### config.mk
export PLATFORM = sky130hd
export DESIGN_NAME = mem_csr_ctrl
export DESIGN_NICKNAME = d
export VERILOG_FILES = /design/src/rtl/mem_csr_ctrl.sv
export SDC_FILE = /design/constraint.sdc
export NUM_CORES = 1
export LEC_CHECK = 0
export BUFFER_PORTS_ARGS = -buffer_cell sky130_fd_sc_hd__clkbuf_2
export CAP_MARGIN = 20
export CORE_AREA = 2 2 141 143
export DETAILED_ROUTE_END_ITERATION = 10
export DIE_AREA = 0 0 143 145
export PLACE_DENSITY = 0.74
export SYNTH_ARGS = -nofsm -noshare
export SYNTH_HDL_FRONTEND = slang
export SYNTH_SLANG_ARGS = --single-unit
### constraint.sdc
create_clock -name clk -period 2.4 [get_ports clk]
set_input_delay 0.24 -clock clk [delete_from_list [all_inputs] [get_ports clk]]
set_output_delay 0.24 -clock clk [all_outputs]
set_load 0.005 [all_outputs]
### src/rtl/mem_csr_ctrl.sv
// mem_csr_ctrl: host-facing CSR block and command sequencer in front of the
// local-memory FSM. MMIO writes load address/burst/data/mode registers and
// launch single read or write commands. MMIO reads expose those registers
// together with the FSM's done/status bits.
//
// Ports:
//   clk, reset                          clock, synchronous active-high reset
//   mmio_wr_valid/addr/data             64-bit MMIO write, 8-byte aligned offset
//   mmio_rd_valid/addr/tid              MMIO read request
//   mmio_rd_rsp_valid/data/tid          read response, one cycle after request
//   avm_address/writedata/burstcount    registered command fields
//   avm_write, avm_read                 one-cycle command pulses
//   mem_testmode                        address-test enable
//   rdwr_reset                          one-cycle done/status clear pulse
//   avm_readdata, rdwr_done, rdwr_status,
//   addr_test_status, addr_test_done,
//   ready_for_sw_cmd                    from the memory FSM
//
// Build option: define MEM_CSR_TIMEOUT_EN to add a watchdog that aborts a
// command after TIMEOUT_CYC cycles spent in one wait state.
module mem_csr_ctrl #(
  parameter int          ADDR_W      = 27,
  parameter int          BURST_W     = 7,
  parameter int          TIMEOUT_CYC = 65535,
  parameter logic [63:0] AFU_ID_L    = 64'h0,
  parameter logic [63:0] AFU_ID_H    = 64'h0
) (
  input  logic               clk,
  input  logic               reset,
  input  logic               mmio_wr_valid,
  input  logic [15:0]        mmio_wr_addr,
  input  logic [63:0]        mmio_wr_data,
  input  logic               mmio_rd_valid,
  input  logic [15:0]        mmio_rd_addr,
  input  logic [8:0]         mmio_rd_tid,
  output logic               mmio_rd_rsp_valid,
  output logic [63:0]        mmio_rd_rsp_data,
  output logic [8:0]         mmio_rd_rsp_tid,
  output logic [ADDR_W-1:0]  avm_address,
  output logic [63:0]        avm_writedata,
  output logic [BURST_W-1:0] avm_burstcount,
  output logic               avm_write,
  output logic               avm_read,
  output logic               mem_testmode,
  output logic               rdwr_reset,
  input  logic [63:0]        avm_readdata,
  input  logic [1:0]         rdwr_done,
  input  logic [4:0]         rdwr_status,
  input  logic [4:0]         addr_test_status,
  input  logic               addr_test_done,
  input  logic               ready_for_sw_cmd
);
  localparam logic [63:0] DFH = 64'h1000_0000_0000_1000;

  typedef enum logic [2:0] {IDLE, CLEAR, WAIT_RDY, ISSUE, WAIT_DONE} state_t;

  state_t      state;
  logic        is_wr;
  logic        overrun, timeout;
  logic [15:0] done_cnt;
  logic        busy, guarded_wr, rdwr_wr, rdwr_blocked, set_overrun, cmd_go, cmd_done;
  logic [63:0] rd_data;

`ifdef MEM_CSR_TIMEOUT_EN
  localparam int CNT_W = $clog2(TIMEOUT_CYC + 1);
  logic [CNT_W-1:0] tmo_cnt;
  logic             tmo_hit;
  assign tmo_hit = (tmo_cnt == CNT_W'(TIMEOUT_CYC - 1));
`endif

  assign busy = (state != IDLE);

  always_comb begin
    guarded_wr   = mmio_wr_valid && (mmio_wr_addr == 16'h0040 || mmio_wr_addr == 16'h0048 ||
                                     mmio_wr_addr == 16'h0050 || mmio_wr_addr == 16'h0058 ||
                                     mmio_wr_addr == 16'h0068);
    rdwr_wr      = mmio_wr_valid && (mmio_wr_addr == 16'h0050);
    rdwr_blocked = mem_testmode && !addr_test_done;
    set_overrun  = (guarded_wr && busy) || (rdwr_wr && rdwr_blocked);
    cmd_go       = rdwr_wr && !busy && !rdwr_blocked && (mmio_wr_data[1:0] != 2'b00);
    cmd_done     = is_wr ? rdwr_done[0] : rdwr_done[1];
  end

  // Read mux sees register values before any same-cycle write lands.
  always_comb begin
    rd_data = '0;
    case (mmio_rd_addr)
      16'h0000: rd_data = DFH;
      16'h0008: rd_data = AFU_ID_L;
      16'h0010: rd_data = AFU_ID_H;
      16'h0040: rd_data[ADDR_W-1:0]  = avm_address;
      16'h0048: rd_data[BURST_W-1:0] = avm_burstcount;
      16'h0058: rd_data = avm_writedata;
      16'h0060: rd_data = avm_readdata;
      16'h0068: rd_data[0] = mem_testmode;
      16'h0070: rd_data[5:0] = {addr_test_done, addr_test_status};
      16'h0078: begin
        rd_data[1:0]   = rdwr_done;
        rd_data[6:2]   = rdwr_status;
        rd_data[8]     = busy;
        rd_data[9]     = overrun;
        rd_data[10]    = timeout;
        rd_data[31:16] = done_cnt;
      end
      default: ;
    endcase
  end

  always_ff @(posedge clk) begin
    if (reset) begin
      state             <= IDLE;
      is_wr             <= 1'b0;
      avm_address       <= '0;
      avm_writedata     <= '0;
      avm_burstcount    <= BURST_W'(1);
      mem_testmode      <= 1'b0;
      avm_write         <= 1'b0;
      avm_read          <= 1'b0;
      rdwr_reset        <= 1'b0;
      overrun           <= 1'b0;
      timeout           <= 1'b0;
      done_cnt          <= '0;
      mmio_rd_rsp_valid <= 1'b0;
      mmio_rd_rsp_data  <= '0;
      mmio_rd_rsp_tid   <= '0;
`ifdef MEM_CSR_TIMEOUT_EN
      tmo_cnt           <= '0;
`endif
    end else begin
      mmio_rd_rsp_valid <= mmio_rd_valid;
      mmio_rd_rsp_tid   <= mmio_rd_tid;
      mmio_rd_rsp_data  <= rd_data;

      // Command-field registers double as the avm_* outputs; locking them
      // while busy keeps the command stable until the return to IDLE.
      if (mmio_wr_valid && !busy) begin
        case (mmio_wr_addr)
          16'h0040: avm_address    <= mmio_wr_data[ADDR_W-1:0];
          16'h0048: avm_burstcount <= (mmio_wr_data[BURST_W-1:0] == '0) ? BURST_W'(1)
                                                                        : mmio_wr_data[BURST_W-1:0];
          16'h0058: avm_writedata  <= mmio_wr_data;
          16'h0068: mem_testmode   <= mmio_wr_data[0];
          default: ;
        endcase
      end

      if (mmio_wr_valid && mmio_wr_addr == 16'h0078) begin
        if (mmio_wr_data[9])  overrun <= 1'b0;
        if (mmio_wr_data[10]) timeout <= 1'b0;
      end
      if (set_overrun) overrun <= 1'b1;

      avm_write  <= 1'b0;
      avm_read   <= 1'b0;
      rdwr_reset <= 1'b0;

      case (state)
        IDLE: if (cmd_go) begin
          is_wr      <= mmio_wr_data[0];   // bit0 wins when both are set
          rdwr_reset <= 1'b1;
          state      <= CLEAR;
        end
        CLEAR: begin
          state <= WAIT_RDY;
`ifdef MEM_CSR_TIMEOUT_EN
          tmo_cnt <= '0;
`endif
        end
        WAIT_RDY: begin
          if (ready_for_sw_cmd) begin
            avm_write <= is_wr;
            avm_read  <= !is_wr;
            state     <= ISSUE;
          end
`ifdef MEM_CSR_TIMEOUT_EN
          else if (tmo_hit) begin
            timeout    <= 1'b1;
            rdwr_reset <= 1'b1;
            state      <= IDLE;
          end else tmo_cnt <= tmo_cnt + 1'b1;
`endif
        end
        ISSUE: begin
          state <= WAIT_DONE;
`ifdef MEM_CSR_TIMEOUT_EN
          tmo_cnt <= '0;
`endif
        end
        WAIT_DONE: begin
          if (cmd_done) begin
            done_cnt <= done_cnt + 1'b1;
            state    <= IDLE;
          end
`ifdef MEM_CSR_TIMEOUT_EN
          else if (tmo_hit) begin
            timeout    <= 1'b1;
            rdwr_reset <= 1'b1;
            state      <= IDLE;
          end else tmo_cnt <= tmo_cnt + 1'b1;
`endif
        end
        default: state <= IDLE;
      endcase
    end
  end
endmodule

# [After elaboration in Yosys (flattened, before gate mapping)]
# Index checks and enable logic that the tools add are counted.
[classes] mux=19 eq_ne=20 add_sub_neg=1 reduce_logical=36 bitwise=3
[ops] cell="equality test 16 x 7 -> 1 bit (second input constant)" count=13
[ops] cell="case mux 32 bit (3 select lines)" count=1
[ops] cell="case mux 11 bit (4 select lines)" count=1
[ops] cell="case mux 5 bit (6 select lines)" count=1
[ops] cell="case mux 5 bit (4 select lines)" count=1
[ops] cell="adder 16 x 1 -> 16 bit (second input constant)" count=1
[ops] cell="zero test 16 bit" count=1
[ops] cell="case mux 3 bit (5 select lines)" count=1
[ops] cell="case mux 5 bit (3 select lines)" count=1
[ops] cell="AND reduction 2 bit" count=7
[ops] cell="case mux 3 bit (4 select lines)" count=1
[ops] cell="logical AND 1 bit" count=10
[ops] cell="two-way mux 3 bit" count=3
[ops] cell="zero test 7 bit" count=1
[ops] cell="two-way mux 7 bit" count=1
[ops] cell="case mux 1 bit (7 select lines)" count=1
[ops] cell="equality test 3 x 2 -> 1 bit (second input constant)" count=2
[ops] cell="!= test 2 bit (second input constant)" count=3
[ops] cell="nonzero test 2 bit" count=3
[ops] cell="logical OR 1 bit" count=5
[ops] cell="two-way mux 1 bit" count=5
[ops] cell="case mux 1 bit (5 select lines)" count=1
[ops] cell="zero test 1 bit" count=4
[ops] cell="equality test 3 x 1 -> 1 bit (second input constant)" count=1
[ops] cell="other kinds (8)" count=10
[word_totals] wordCells=93 output_inout_bits=176 register_bits=197 in_bits=187

# [Longest topological paths before layout]
[depth] ltp_word=10 ltp_mapped=7 mapped_depth_nobuf=4

# [Least setup slack after synthesis]
# No wires, ideal clock.
[synth_timing] kind="input -> register" start="in mmio_rd_addr[9]" end="reg mmio_rd_rsp_data[0]" cell_stages=5 t_required_ns=2.304 setup_slack_ns=0.411 setup_time_ns=0.096 path_buffers=1 t_arrival_ns=1.893 path_cell_list="or4_1 > buf_2 > nor2_1 > or4b_2 > a221oi_1"
[synth_between] elab_chain_cells=2 elab_cells_between_ends=8 classes_between="eq/ne: 7; mux: 1"
[synth_rtl] element="start: declaration" line="34" rtl="input logic [15:0] mmio_rd_addr,"
[synth_rtl] element="equality test 16 x 7 -> 1 bit" line="87" rtl="case (mmio_rd_addr)"
[synth_rtl] element="case mux 1 bit (7 select lines) (*)" line="87"
[synth_rtl] element="end signal: assignment" line="132" rtl="mmio_rd_rsp_data <= rd_data;"
[synth_rtl] element="end: declaration" line="37" rtl="output logic [63:0] mmio_rd_rsp_data,"
# Mark *: on every way between the ends. The rest lies on a longest branch, timed or not.
# A chain may end at the register's enable or synchronous reset.

# [Final worst setup path]
[layout_timing] start="reg state[2]" end="reg done_cnt[13]"
[layout_between] elab_chain_cells=2
[layout_rtl] element="start: declaration" line="57" rtl="state_t state;"
[layout_rtl] element="start signal: assignment" line="111" rtl="state <= IDLE;"
[layout_rtl] element="start signal: assignment" line="161" rtl="state <= CLEAR;"
[layout_rtl] element="start signal: assignment" line="164" rtl="state <= WAIT_RDY;"
[layout_rtl] element="equality test 3 bit" line="157" rtl="case (state)"
[layout_rtl] element="AND reduction 2 bit (no source line)"
[layout_rtl] element="end signal: assignment" line="191" rtl="done_cnt <= done_cnt + 1'b1;"
[layout_rtl] element="end: declaration" line="60" rtl="logic [15:0] done_cnt;"
# No other way between the ends.

==> impl_metrics.env <==
export IMPL_fill_cells=1757
export IMPL_ctsHoldBuffers=0
export IMPL_fmax_mhz=463
export IMPL_clk_latency_ns=0.43
export IMPL_hold_path_endpoint="mmio_rd_rsp_tid[6]"
export IMPL_syn2layout_area_growth_pct=34.9
export IMPL_dp_slack_ns=0.0804
export IMPL_syn_inst=904
export IMPL_slew_headroom=0.487
export IMPL_grt_usage=0.258
export IMPL_synthAdderAreaFrac=0.00158
export IMPL_drtIter0Drc=646
export IMPL_netlist_area_um2=7910
export IMPL_rows=51
export IMPL_required_ns=2.75
export IMPL_clk_path_buf_depth=2
export IMPL_total_power_mw=6.51
export IMPL_reg2regPathDepth=4
export IMPL_worst_slew_pin_slew_ns=0.769
export IMPL_hold_depth=2
export IMPL_slew_violations=0
export IMPL_die_area_um2=20700
export IMPL_p_leak_nw=4.32
export IMPL_tns_ns=0
export IMPL_outcome="completed"
export IMPL_grt_pass1_wl_um=43000
export IMPL_cts_root_buf="clkbuf_16"
export IMPL_wirelength_um=27600
export IMPL_vias=8567
export IMPL_synth_simple_gate_area_frac=0.178
export IMPL_path_clk_slew_ns=0.07
export IMPL_grt_met3_usage=0.0647
export IMPL_yosysUniqueCellTypes=46
export IMPL_hpwl_um=19700
export IMPL_synth_nets=1092
export IMPL_routabilityCongestion=0.856
export IMPL_drc=0
export IMPL_period_needed_ns=2.16
export IMPL_design_area_um2=10700
export IMPL_synth_seq_cells=197
export IMPL_r2r_start="state[2]"
export IMPL_yosys_warnings=0
export IMPL_gr_usage_met2=0.434
export IMPL_drv_cap=0
export IMPL_synth_compound_area_share=0.249
export IMPL_post_cts_resized=0
export IMPL_synth_edff_count=0
export IMPL_cts_buffers=17
export IMPL_max_vdd_ir_drop_mv=0.445
export IMPL_avgSynthCellArea_um2=8.75
export IMPL_tritoncts="built"
export IMPL_grt_setup_unrepaired="false"
export IMPL_fin_crit_sh=0.900
export IMPL_start_util=0.412
export IMPL_synthXorXnorAreaFrac=0.00443
export IMPL_antenna_left=0
export IMPL_coreArea_um2=19200
export IMPL_grt_util_met1=0.316
export IMPL_path_max_fanout=13
export IMPL_htreeDepth=4
export IMPL_synthTopCellsByArea="dfxtp_1 (50%), a21oi_1 (8.2%), o21ai_0 (6.7%), nand3_1 (6.6%), a22oi_1 (5.8%)"
export IMPL_yosysSeqAreaShare=0.499
export IMPL_finalHoldViolations=0
export IMPL_ff2ff_setup_slack_ns=0.24
export IMPL_die_y_um=145
export IMPL_synth_common_cells="dfxtp_1 (197), a21oi_1 (130), o21ai_0 (106), nand3_1 (105), clkbuf_1 (66)"
export IMPL_multiInputGateArea_um2=3630
export IMPL_netlist_area_leader_share=0.499
export IMPL_wl_per_cell_um=18.4
export IMPL_placed_area_um2=10100
export IMPL_startpoint_type="flip-flop"
export IMPL_cp_end_kind="flip-flop"
export IMPL_firstDrtPassIters=6
export IMPL_ios=363
export IMPL_cts_num_sinks=197
export IMPL_hp_start="mmio_rd_tid[6]"
export IMPL_async_flop_share=0
export IMPL_p_per_area_nw_per_um2=611
export IMPL_diodes=0
export IMPL_final_layout_size_suffix_gt1_frac=0.355
export IMPL_grt_antenna_before_repair=0
export IMPL_setup_slack_ns=0.239
export IMPL_post_cts_buffers=0
export IMPL_grt_pass1_vias=8069
export IMPL_synth_most_common_cell="dfxtp_1"
export IMPL_nets=1415
export IMPL_synth_top_family_by_area="compound AO/OA/AOI/OAI gates"
export IMPL_setup_viol=0
export IMPL_skew_ns=0.00836
export IMPL_grt_busiest_layer="met2"
export IMPL_r2r_end="done_cnt[13]"
export IMPL_cp_data_arrival_time_ns=2.51
export IMPL_die_w_um=143
export IMPL_holdCritPathClass="in -> reg"
export IMPL_synth_mux_area_frac=0.0215
export IMPL_port_buffers=362
export IMPL_overflow=0
export IMPL_avgViaCountPerCell=5.70
export IMPL_critPathKind="reg -> reg"
export IMPL_synth_top_area_cell="dfxtp_1"
export IMPL_synth_ff_type="dfxtp_1"
export IMPL_grt_max_degree=165
export IMPL_ff_latch_area_um2=3940
[metrics by stage]
step,instances,hold slack [ns],util
floorplan,904,0.368,-
global placement,1473,0.449,0.525
detailed placement,1473,0.452,0.525
CTS,1504,0.00245,0.555
global route,1504,0.0101,0.555
finish,1504,0.0178,0.555
[worst max-delay path by stage]
stage          slack [ns]            start  cells past startpoint              endpoint
3_3_place_gp         0.10  mmio_rd_addr[9]                      6  mmio_rd_rsp_data[60]
5_1_grt              0.02         state[2]                      4          done_cnt[13]
6_report             0.24         state[2]                      4          done_cnt[13]
3_5_place_dp         0.08  mmio_rd_addr[9]                      5   mmio_rd_rsp_data[0]
4_1_cts              0.24         state[2]                      4          done_cnt[13]
2_1_floorplan        0.41  mmio_rd_addr[9]                      5   mmio_rd_rsp_data[0]
[flip-flops by register name, summed over array words and instances (netlist names)]
signal / count
rdwr_reset: 1
avm_write: 1
state: 3
is_wr: 1
avm_read: 1
avm_writedata: 64
mmio_rd_rsp_tid: 9
mem_testmode: 1
avm_burstcount: 7
overrun: 1
avm_address: 27
mmio_rd_rsp_data: 64
mmio_rd_rsp_valid: 1
done_cnt: 16
[cells by family after synthesis]
| kind of cell | Yosys count |
|---|---|
| simple gates | 260 |
| flops | 197 |
| compound gates | 335 |
| mux | 15 |
| fa+ha+maj | 1 |
| xor+xnor | 4 |
| buf+inv | 92 |
[critical path: stages (launching register included)]
cell     delay [ns]
dfxtp_1        0.41
nor3b_1        0.44
nand4_1        0.50
or4_1          0.57
a21oi_1        0.16
[cells in the final DEF (no fill, tap or decap), drive strengths merged, types with 3 or more instances in the layout]
| cell type | Yosys | routed |
|---|---|---|
| a221oi | 3 | 3 |
| clkbuf | 66 | 379 |
| nor4 | 11 | 11 |
| nand2b | 3 | 3 |
| xnor2 | 3 | 3 |
| nand3 | 105 | 105 |
| o31ai | 8 | 8 |
| and4 | 4 | 4 |
| a22oi | 61 | 61 |
| o21ai | 106 | 106 |
| or4 | 12 | 12 |
| nand4 | 7 | 7 |
| mux2i | 8 | 8 |
| o2bb2ai | 3 | 3 |
| and3 | 4 | 4 |
| or3 | 11 | 11 |
| nor3b | 3 | 3 |
| nor3 | 6 | 6 |
| buf | 21 | 30 |
| or4b | 4 | 4 |
| inv | 5 | 10 |
| and2 | 3 | 3 |
| nor2b | 15 | 15 |
| a222oi | 14 | 14 |
| a21oi | 130 | 130 |
| clkinv | 0 | 4 |
| nor2 | 59 | 59 |
| mux2 | 6 | 6 |
| dfxtp | 197 | 197 |
| nand2 | 9 | 9 |
[layout make-up]
| cell class | count | share of cell area |
|---|---|---|
| clock inverters | 13 | 0.0138 |
| repair buffers | 391 | 0.202 |
| inverters | 5 | 0.00176 |
| flip-flops and latches | 197 | 0.370 |
| well taps | 265 | 0.0311 |
| clock buffers | 18 | 0.0412 |
| multi-input cells | 615 | 0.340 |
[where the power goes]
part           internal [mW]  switching, mW  total [mW]
sequential              3.27        0.00200        3.28
combinational          0.159          0.194       0.353
clock                   1.58           1.31        2.89
total                   5.01           1.50        6.51
[layer usage]
layer / wire length, um / part of all wire
met4: 768 / 0.028
met5: 0 / 0
met3: 2490 / 0.090
met2: 13600 / 0.49
met1: 10800 / 0.39
(Power assumes the default switching activity.)
